**config.mk**
```make
export PLATFORM = sky130hd
export DESIGN_NAME = seq_mux_nto1
export DESIGN_NICKNAME = d
export VERILOG_FILES = /design/src/rtl/seq_mux_nto1.sv
export SDC_FILE = /design/constraint.sdc
export NUM_CORES = 1
export LEC_CHECK = 0
export BUFFER_PORTS_ARGS = -buffer_cell sky130_fd_sc_hd__buf_2
export CORE_MARGIN = 8
export CORE_UTILIZATION = 51
export DETAILED_ROUTE_END_ITERATION = 8
export GPL_ROUTABILITY_DRIVEN = 0
export PLACE_DENSITY = 0.82
export SKIP_LAST_GASP = 1
export SYNTH_ARGS = -nofsm -noshare
export SYNTH_HDL_FRONTEND = slang
export SYNTH_SLANG_ARGS = --single-unit
```
**constraint.sdc**
```tcl
create_clock -name clock -period 3.5 [get_ports clock]
set_clock_uncertainty 0.05 [all_clocks]
set_input_delay 0.175 -clock clock [delete_from_list [all_inputs] [get_ports clock]]
set_output_delay 0.175 -clock clock [all_outputs]
set_load 0.005 [all_outputs]
```
**src/rtl/seq_mux_nto1.sv**
```systemverilog
`default_nettype none
// ============================================================================
// Module      : seq_mux_nto1
// Description : N-to-1 sequencing multiplexer with manual channel select and
//               a dwell-timed auto-scan mode. All outputs are registered.
// Revision    : 1.0 - initial release
// ============================================================================
module seq_mux_nto1 #(
  parameter int WIDTH    = 4,
  parameter int CHANNELS = 4,
  parameter int DWELL    = 2,
  localparam int SEL_W   = (CHANNELS > 1) ? $clog2(CHANNELS) : 1
) (
  input  logic                      clock,
  input  logic                      reset,
  input  logic [CHANNELS*WIDTH-1:0] data_in,
  input  logic [SEL_W-1:0]          sel,
  input  logic                      mode,
  input  logic                      enable,
  output logic [WIDTH-1:0]          data_out,
  output logic [SEL_W-1:0]          chan_out,
  output logic                      valid,
  output logic                      wrap
);

  // Dwell counter only needs to reach DWELL-1; keep it at least one bit wide.
  localparam int c_CNT_W = (DWELL > 1) ? $clog2(DWELL) : 1;

  // Channel lookup table is padded to a power of two so any sel value
  // indexes a real entry; the padding entries are never selected.
  localparam int c_SLOTS = 1 << SEL_W;

  localparam logic [SEL_W-1:0]   c_IDX_LAST = SEL_W'(CHANNELS - 1);
  localparam logic [c_CNT_W-1:0] c_CNT_LAST = c_CNT_W'(DWELL - 1);
  localparam logic [SEL_W:0]     c_CH_LIMIT = (SEL_W + 1)'(CHANNELS);

  localparam logic [1:0] c_IDLE   = 2'd0;
  localparam logic [1:0] c_MANUAL = 2'd1;
  localparam logic [1:0] c_SCAN   = 2'd2;

  logic [1:0]         r_state;
  logic [1:0]         w_state_nxt;

  logic [SEL_W-1:0]   r_idx;
  logic [c_CNT_W-1:0] r_cnt;
  logic [SEL_W-1:0]   w_idx_nxt;
  logic [c_CNT_W-1:0] w_cnt_nxt;

  logic [WIDTH-1:0]   r_data_out;
  logic [SEL_W-1:0]   r_chan_out;
  logic               r_valid;
  logic               r_wrap;

  logic [WIDTH-1:0]   w_data_nxt;
  logic [SEL_W-1:0]   w_chan_nxt;
  logic               w_valid_nxt;
  logic               w_wrap_nxt;

  logic [WIDTH-1:0]   w_chan [c_SLOTS];
  logic               w_sel_ok;
  logic               w_dwell_done;

  // Unpack the flattened channel bus into an indexable table.
  generate
    for (genvar k = 0; k < c_SLOTS; k++) begin : g_chan
      if (k < CHANNELS) begin : g_real
        assign w_chan[k] = data_in[k*WIDTH +: WIDTH];
      end else begin : g_pad
        assign w_chan[k] = '0;
      end
    end
  endgenerate

  // Manual select is only honoured for indices that name a real channel.
  assign w_sel_ok     = ({1'b0, sel} < c_CH_LIMIT);
  assign w_dwell_done = (r_cnt == c_CNT_LAST);

  // State register.
  always_ff @(posedge clock or posedge reset) begin
    if (reset) begin
      r_state <= c_IDLE;
    end else begin
      r_state <= w_state_nxt;
    end
  end

  // Next-state: enable gates operation, mode picks manual or scan; a mode
  // flip while enabled moves directly between the two running states.
  always_comb begin
    w_state_nxt = c_IDLE;
    case (r_state)
      c_IDLE, c_MANUAL, c_SCAN: begin
        if (!enable) begin
          w_state_nxt = c_IDLE;
        end else if (mode) begin
          w_state_nxt = c_SCAN;
        end else begin
          w_state_nxt = c_MANUAL;
        end
      end
      default: w_state_nxt = c_IDLE;
    endcase
  end

  // Scan position: (r_idx, r_cnt) always describes the sample currently on
  // data_out. Entering scan starts at (0,0); staying in scan steps the dwell
  // counter and advances the channel once the dwell is used up. Leaving scan
  // discards the position so a later scan always restarts at channel 0.
  always_comb begin
    w_idx_nxt  = '0;
    w_cnt_nxt  = '0;
    w_wrap_nxt = 1'b0;
    if (w_state_nxt == c_SCAN && r_state == c_SCAN) begin
      if (w_dwell_done) begin
        w_cnt_nxt = '0;
        if (r_idx == c_IDX_LAST) begin
          w_idx_nxt  = '0;
          w_wrap_nxt = 1'b1;
        end else begin
          w_idx_nxt = r_idx + SEL_W'(1);
        end
      end else begin
        w_idx_nxt = r_idx;
        w_cnt_nxt = r_cnt + c_CNT_W'(1);
      end
    end
  end

  // Output decode: values to be captured at the coming edge, chosen by the
  // state being entered so a mode switch shows the new mode's sample at once.
  always_comb begin
    w_data_nxt  = r_data_out;
    w_chan_nxt  = r_chan_out;
    w_valid_nxt = 1'b0;
    case (w_state_nxt)
      c_MANUAL: begin
        if (w_sel_ok) begin
          w_data_nxt  = w_chan[sel];
          w_chan_nxt  = sel;
          w_valid_nxt = 1'b1;
        end
      end
      c_SCAN: begin
        w_data_nxt  = w_chan[w_idx_nxt];
        w_chan_nxt  = w_idx_nxt;
        w_valid_nxt = 1'b1;
      end
      default: begin
        w_valid_nxt = 1'b0;
      end
    endcase
  end

  // Scan position registers.
  always_ff @(posedge clock or posedge reset) begin
    if (reset) begin
      r_idx <= '0;
      r_cnt <= '0;
    end else begin
      r_idx <= w_idx_nxt;
      r_cnt <= w_cnt_nxt;
    end
  end

  // Output registers; nothing reaches a port without passing through here.
  always_ff @(posedge clock or posedge reset) begin
    if (reset) begin
      r_data_out <= '0;
      r_chan_out <= '0;
      r_valid    <= 1'b0;
      r_wrap     <= 1'b0;
    end else begin
      r_data_out <= w_data_nxt;
      r_chan_out <= w_chan_nxt;
      r_valid    <= w_valid_nxt;
      r_wrap     <= w_wrap_nxt;
    end
  end

  assign data_out = r_data_out;
  assign chan_out = r_chan_out;
  assign valid    = r_valid;
  assign wrap     = r_wrap;

endmodule
`default_nettype wire

```
# Word level (Yosys, flattened, before mapping)
# Cells that the tools add are included.
dict set report word_totals {
  word_cells 43
  input_bits 22
  output_inout_bits 8
  regBits 13
}
dict set report op_classes {
  magnitude_cmp 2
  n_addsub 2
  n_reduce_logical 5
  bitwise_logic 2
  mux 20
  eq_ne 5
}
# op n
set op_table {}
lappend op_table {{binary-select mux 4 bit (select 2 bit)} 2}
lappend op_table {{two-way mux 4 bit} 4}
lappend op_table {{two-way mux 2 bit} 6}
lappend op_table {{case mux 4 bit (2 select lines)} 1}
lappend op_table {{equality test 2 bit, second input constant} 3}
lappend op_table {{greater-or-equal comparator 3 bit, second input constant} 2}
lappend op_table {{two-way mux 1 bit} 6}
lappend op_table {{NOT 2 -> 3 bit} 2}
lappend op_table {{equality test 2 x 1 -> 1 bit, second input constant} 2}
lappend op_table {{case mux 2 bit (2 select lines)} 1}
lappend op_table {{OR reduction 3 bit} 1}
lappend op_table {{adder 2 x 1 -> 2 bit, second input constant} 1}
lappend op_table {{logical NOT 2 bit} 1}
lappend op_table {{nonzero test 2 bit} 1}
lappend op_table {{OR reduction 2 bit} 1}
lappend op_table {{adder 1 bit, second input constant} 1}
lappend op_table {{logical AND 1 bit} 1}

# Logic depth before layout (Yosys ltp)
dict set report logic_depth {
  ltp_word 11
  ltp_mapped 9
  ltp_nobuf 9
}

# Worst setup path after synthesis
# Ideal clock, no wire load.
dict set report synth_path {
  path_type {reg2reg}
  startpoint {reg r_state[1]}
  endpoint {reg r_data_out[1] (netlist: data_out[1])}
  setup_ns 0.127
  path_stages_with_launch 10
  arrival_ns 1.769
  setup_slack_ns 1.554
  cell_sequence {dfrtp_1 > nand2_1 > nand2_1 > or2_2 > ha_1 > and3b_1 > buf_6 > a311oi_1 > a32o_1 > o21ai_1}
}
dict set report synth_between {
  elab_chain_cells 11
  word_cells_on_any_way 15
  classes_between {4 x eq/ne; 6 x mux; 1 x bitwise; 4 x reduce/logical}
}
# element line
set synth_lines {}
lappend synth_lines {{from (decl)} 41} ;# logic [1:0] r_state;
lappend synth_lines {{from (signal assigned)} 81} ;# r_state <= c_IDLE;
lappend synth_lines {{from (signal assigned)} 83} ;# r_state <= w_state_nxt;
lappend synth_lines {{equality test 2 bit, or another cell as far along} {91, 113}}
lappend synth_lines {{OR reduction 3 bit} 91} ;# case (r_state)
lappend synth_lines {{two-way mux 2 bit} 91}
lappend synth_lines {{equality test 2 bit} {113, 135}}
lappend synth_lines {{logical AND 1 bit} 113} ;# if (w_state_nxt == c_SCAN && r_state == c_SCAN) begin
lappend synth_lines {{two-way mux 2 bit} 113}
lappend synth_lines {{NOT 2 -> 3 bit (implied by the code)} 144} ;# w_data_nxt = w_chan[w_idx_nxt];
lappend synth_lines {{binary-select mux 4 bit (select 2 bit)} 144}
lappend synth_lines {{two-way mux 4 bit (implied by the code) (2 in a row)} 144}
lappend synth_lines {{case mux 4 bit (2 select lines)} 135} ;# case (w_state_nxt)
lappend synth_lines {{to (signal assigned)} 173} ;# r_data_out <= w_data_nxt;
lappend synth_lines {{to (decl)} 49} ;# logic [WIDTH-1:0] r_data_out;
# Several ways; a longest one is shown, not always the timed one. The select of a mux whose other input is x is not followed.
# A chain may end at the register's enable or synchronous reset.

# Final worst setup path
dict set report layout_path {
  startpoint {reg r_state[1]}
  endpoint {reg r_data_out[3] (netlist: data_out[3])}
}
# The elaborated chain is that of the path after synthesis.

==> impl_metrics.sql <==
INSERT INTO impl_metrics (metric_group, metric, value, unit) VALUES
('status', 'outcome', 'completed', ''),
('routing', 'drt-initial-drc-count', '24', ''),
('sta', 'period_share', '60.78', '%'),
('routing', 'via_count', '771', ''),
('final_layout', 'area.growth.synth_to_final', '21.03', '%'),
('clock_network', 'clock_path_buffers', '2', ''),
('global_routing', 'grt_pass1_wl', '3491', 'um'),
('floorplan', 'num_io_pins', '30', ''),
('synth', 'yosys_warnings', '0', ''),
('floorplan', 'core_region_area', '0.001506', 'mm2'),
('synth', 'netlist.top_cell.by_area', 'dfrtp_1', ''),
('clock_network', 'cts.root.buffer_cell', 'clkbuf_4', ''),
('clock_network', 'cts_buffers', '3', ''),
('final_layout', 'layout_cell_share_with_drive_strength_beyond_1', '38.18', '%'),
('pwr', 'static-leakage-power', '0.4757', 'nW'),
('final_layout', 'antenna_cells_inserted', '0', ''),
('global_routing', 'antenna_found_initial', '0', ''),
('placed_design', 'dp_cells', '121', ''),
('routing', 'route.detailed.wl_per_inst', '16.71', 'um'),
('final_layout', 'instances_no_fill', '126', ''),
('worst_setup_path', 'cp-start-kind', 'register', ''),
('synth', 'postSynthAreaPerCell', '10.47', 'um2'),
('worst_setup_path', 'critical_path_sink_type', 'register', ''),
('worst_setup_path', 'worst-endpoint-arrival', '2240', 'ps'),
('global_routing', 'grt_max_degree', '14', ''),
('floorplan', 'floorplan.die_area', '0.003166', 'mm2'),
('clock_network', 'hold_buffers', '1', ''),
('synth', 'synth.area.top_cells', 'dfrtp_1, mux4_2, o21ai_0', ''),
('worst_setup_path', 'setup.worst_path.start', 'r_state[1]', ''),
('clock_network', 'worst_setup_hold_path_clk_slew', '80', 'ps'),
('routing', 'drc', '0', ''),
('synth', 'synth-edff-count', '0', ''),
('global_routing', 'grt_util_all_layers', '13.24', '%'),
('routing', 'vias_per_cell', '6.119', ''),
('floorplan', 'initial_utilization', '54.90', '%'),
('placed_design', 'hpwl', '1658', 'um'),
('clock_network', 'clkLatencyLatePin', '280', 'ps'),
('final_layout', 'design.final.nets', '136', ''),
('clock_network', 'cts_repair_resize_count', '0', ''),
('sta', 'report.final.hold_viol_count', '0', ''),
('global_routing', 'grt_most_used_layer', 'met2', ''),
('worst_setup_path', 'critPathMaxFanout', '9', ''),
('floorplan', 'dieWidth', '56.27', 'um'),
('global_routing', 'grt_util_met3', '6.742', '%'),
('synth', 'yosysSeqAreaShare', '39.33', '%'),
('clock_network', 'cts.repair_timing.setup_buffer_count', '0', ''),
('pwr', 'pwr_density_cell', '352.9', 'mW/mm2'),
('synth', 'synthMostInstantiatedCell', 'dfrtp_1', ''),
('global_routing', 'gr-usage-met2', '20.29', '%'),
('worst_setup_path', 'critPathKind', 'register to register', ''),
('synth', 'instance_count_of_the_mapped_netlist', '79', ''),
('routing', 'drtAntennaViolNets', '0', ''),
('sta', 'worst_slew_margin_rel', '65.78', '%'),
('clock_network', 'tritoncts', 'yes', ''),
('synth', 'mappedNetlistNets', '104', ''),
('routing', 'drt_pass1_iterations', '4', ''),
('job', 'drv.max_cap_violation_count', '0', ''),
('synth', 'mapped_area', '827.0', 'um2'),
('placed_design', 'port_buffers', '29', ''),
('worst_setup_path', 'rr_startpoint', 'r_state[1]', ''),
('synth', 'yosysTopAreaCellShare', '39.33', '%'),
('synth', 'primary_ff_master_synth', 'dfrtp_1', ''),
('synth', 'yosys_register_bits', '13', ''),
('synth', 'async_flop_share', '100.0', '%'),
('sta', 'max_freq', '470.1', 'MHz'),
('sta', 'slew_viol_final', '0', ''),
('clock_network', 'htreeDepth', '1', ''),
('hold_path', 'hold_path.startpoint', 'mode', ''),
('floorplan', 'fp-row-count', '14', ''),
('floorplan', 'die-height', '56.27', 'um'),
('routing', 'totalWireLength', '2105', 'um'),
('clock_network', 'clock_sink_count', '13', ''),
('global_routing', 'grt_pass1_vias', '803', ''),
('synth', 'post_synth_num_cell_types', '26', ''),
('sta', 'final.min_clock_period', '2127', 'ps'),
('global_routing', 'total_congestion_overflow', '0', ''),
('sta', 'setup-tns-final', '0', 'ps'),
('hold_path', 'hold_class', 'primary input to register', ''),
('pwr', 'max-vdd-ir-drop', '333.6', 'uV'),
('worst_setup_path', 'cp_data_required_time', '3610', 'ps'),
('global_routing', 'grt.met1_usage', '15.16', '%'),
('sta', 'max_slew.worst_pin.slew', '512.7', 'ps'),
('sta', 'finalSetupViolCount', '0', ''),
('synth', 'synth_top_cells_by_count', 'dfrtp_1, o21ai_0, inv_1, nand2_1', ''),
('sta', 'unrepaired_setup_endpoints_after_global_routing', 'no', '');
==> path summary, 6_finish.rpt <==
check / end / slack, ps / depth (start not counted)
max in group asynchronous: data_out[3] / 2650 / 3
worst max register to register: data_out[3] / 1370 / 8
worst min-delay path: r_state[0] / 120 / 3
worst min register to register: chan_out[0] / 440 / 2
worst max-delay path: data_out[3] / 1370 / 8
min in group asynchronous: chan_out[0] / 410 / 3
==> metrics by stage <==
| stage | hold slack (ps) | utilization [%] | power, W | instance area [um2] | worst slack [ps] |
|---|---|---|---|---|---|
| after floorplan | 1.959 | - | 0.0002268 | 827.0 | 1554 |
| after global placement | 165.0 | 63.95 | 0.0002617 | 963.4 | 1502 |
| after detailed placement | 177.4 | 63.95 | 0.0002645 | 963.4 | 1416 |
| after CTS | 112.6 | 66.45 | 0.0003602 | 1001 | 1386 |
| final | 123.9 | 66.45 | 0.0003533 | 1001 | 1373 |
| after global routing | 129.1 | 66.45 | 0.0003746 | 1001 | 1263 |
==> placed cells by master (no fill, tap or decap), types with 3 or more instances in the layout <==
cell,n
o21ai_0,10
nand3_1,4
nor2_1,3
o21ai_1,4
buf_2,29
a22oi_1,4
mux4_2,4
nand2_1,5
dfrtp_1,13
a311oi_1,4
clkbuf_4,3
a32o_1,4
inv_1,5
ha_1,3
==> power by group <==
part           total [W]  switching (W)  leakage (nW)  internal [W]
clock          0.0000916      0.0000492        0.0177     0.0000424
combinational  0.0000857      0.0000417         0.289     0.0000440
sequential      0.000176     0.00000847         0.168      0.000168
total           0.000353      0.0000993         0.476      0.000254
==> critical path, cell delays in order (launching register included) <==
cell	delay, ps
dfrtp_1	410
nand2_1	90
nand2_1	50
or2_2	300
ha_1	250
and3b_1	290
a311oi_1	330
a32o_1	180
o21ai_1	60
==> cell families after synthesis <==
group,Yosys count,share of synthesized area (%)
AOI/OAI and AO/OA,28,22.39
and+or+nand+nor,20,13.01
DFF,13,39.33
buffers and inverters,8,5.748
muxes,6,13.92
adders and majority gates,3,4.539
xor gates and xnor gates,1,1.059
==> cell type report <==
class	instances	area [um2]
clock buffers	3	22.52
clock inverters	1	5.005
fillers	125	505.5
inverters	5	18.77
multi-input cells	58	454.2
flip-flops and latches	13	325.3
well taps	16	20.02
repair buffers	30	155.1
==> routing by layer <==
layer	share of wire, %	vias to the layer above
met5	0	-
met4	0.33	0
met3	10	2
met2	49	37
met1	41	362
li1	-	370
==> registers in the layout, indices dropped and copies added, names as in the netlist <==
register and flops:
r_idx 2, r_cnt 1, data_out 4, wrap 1, chan_out 2, r_state 2, valid 1
No activity file was read; power rests on OpenSTA's default activity.
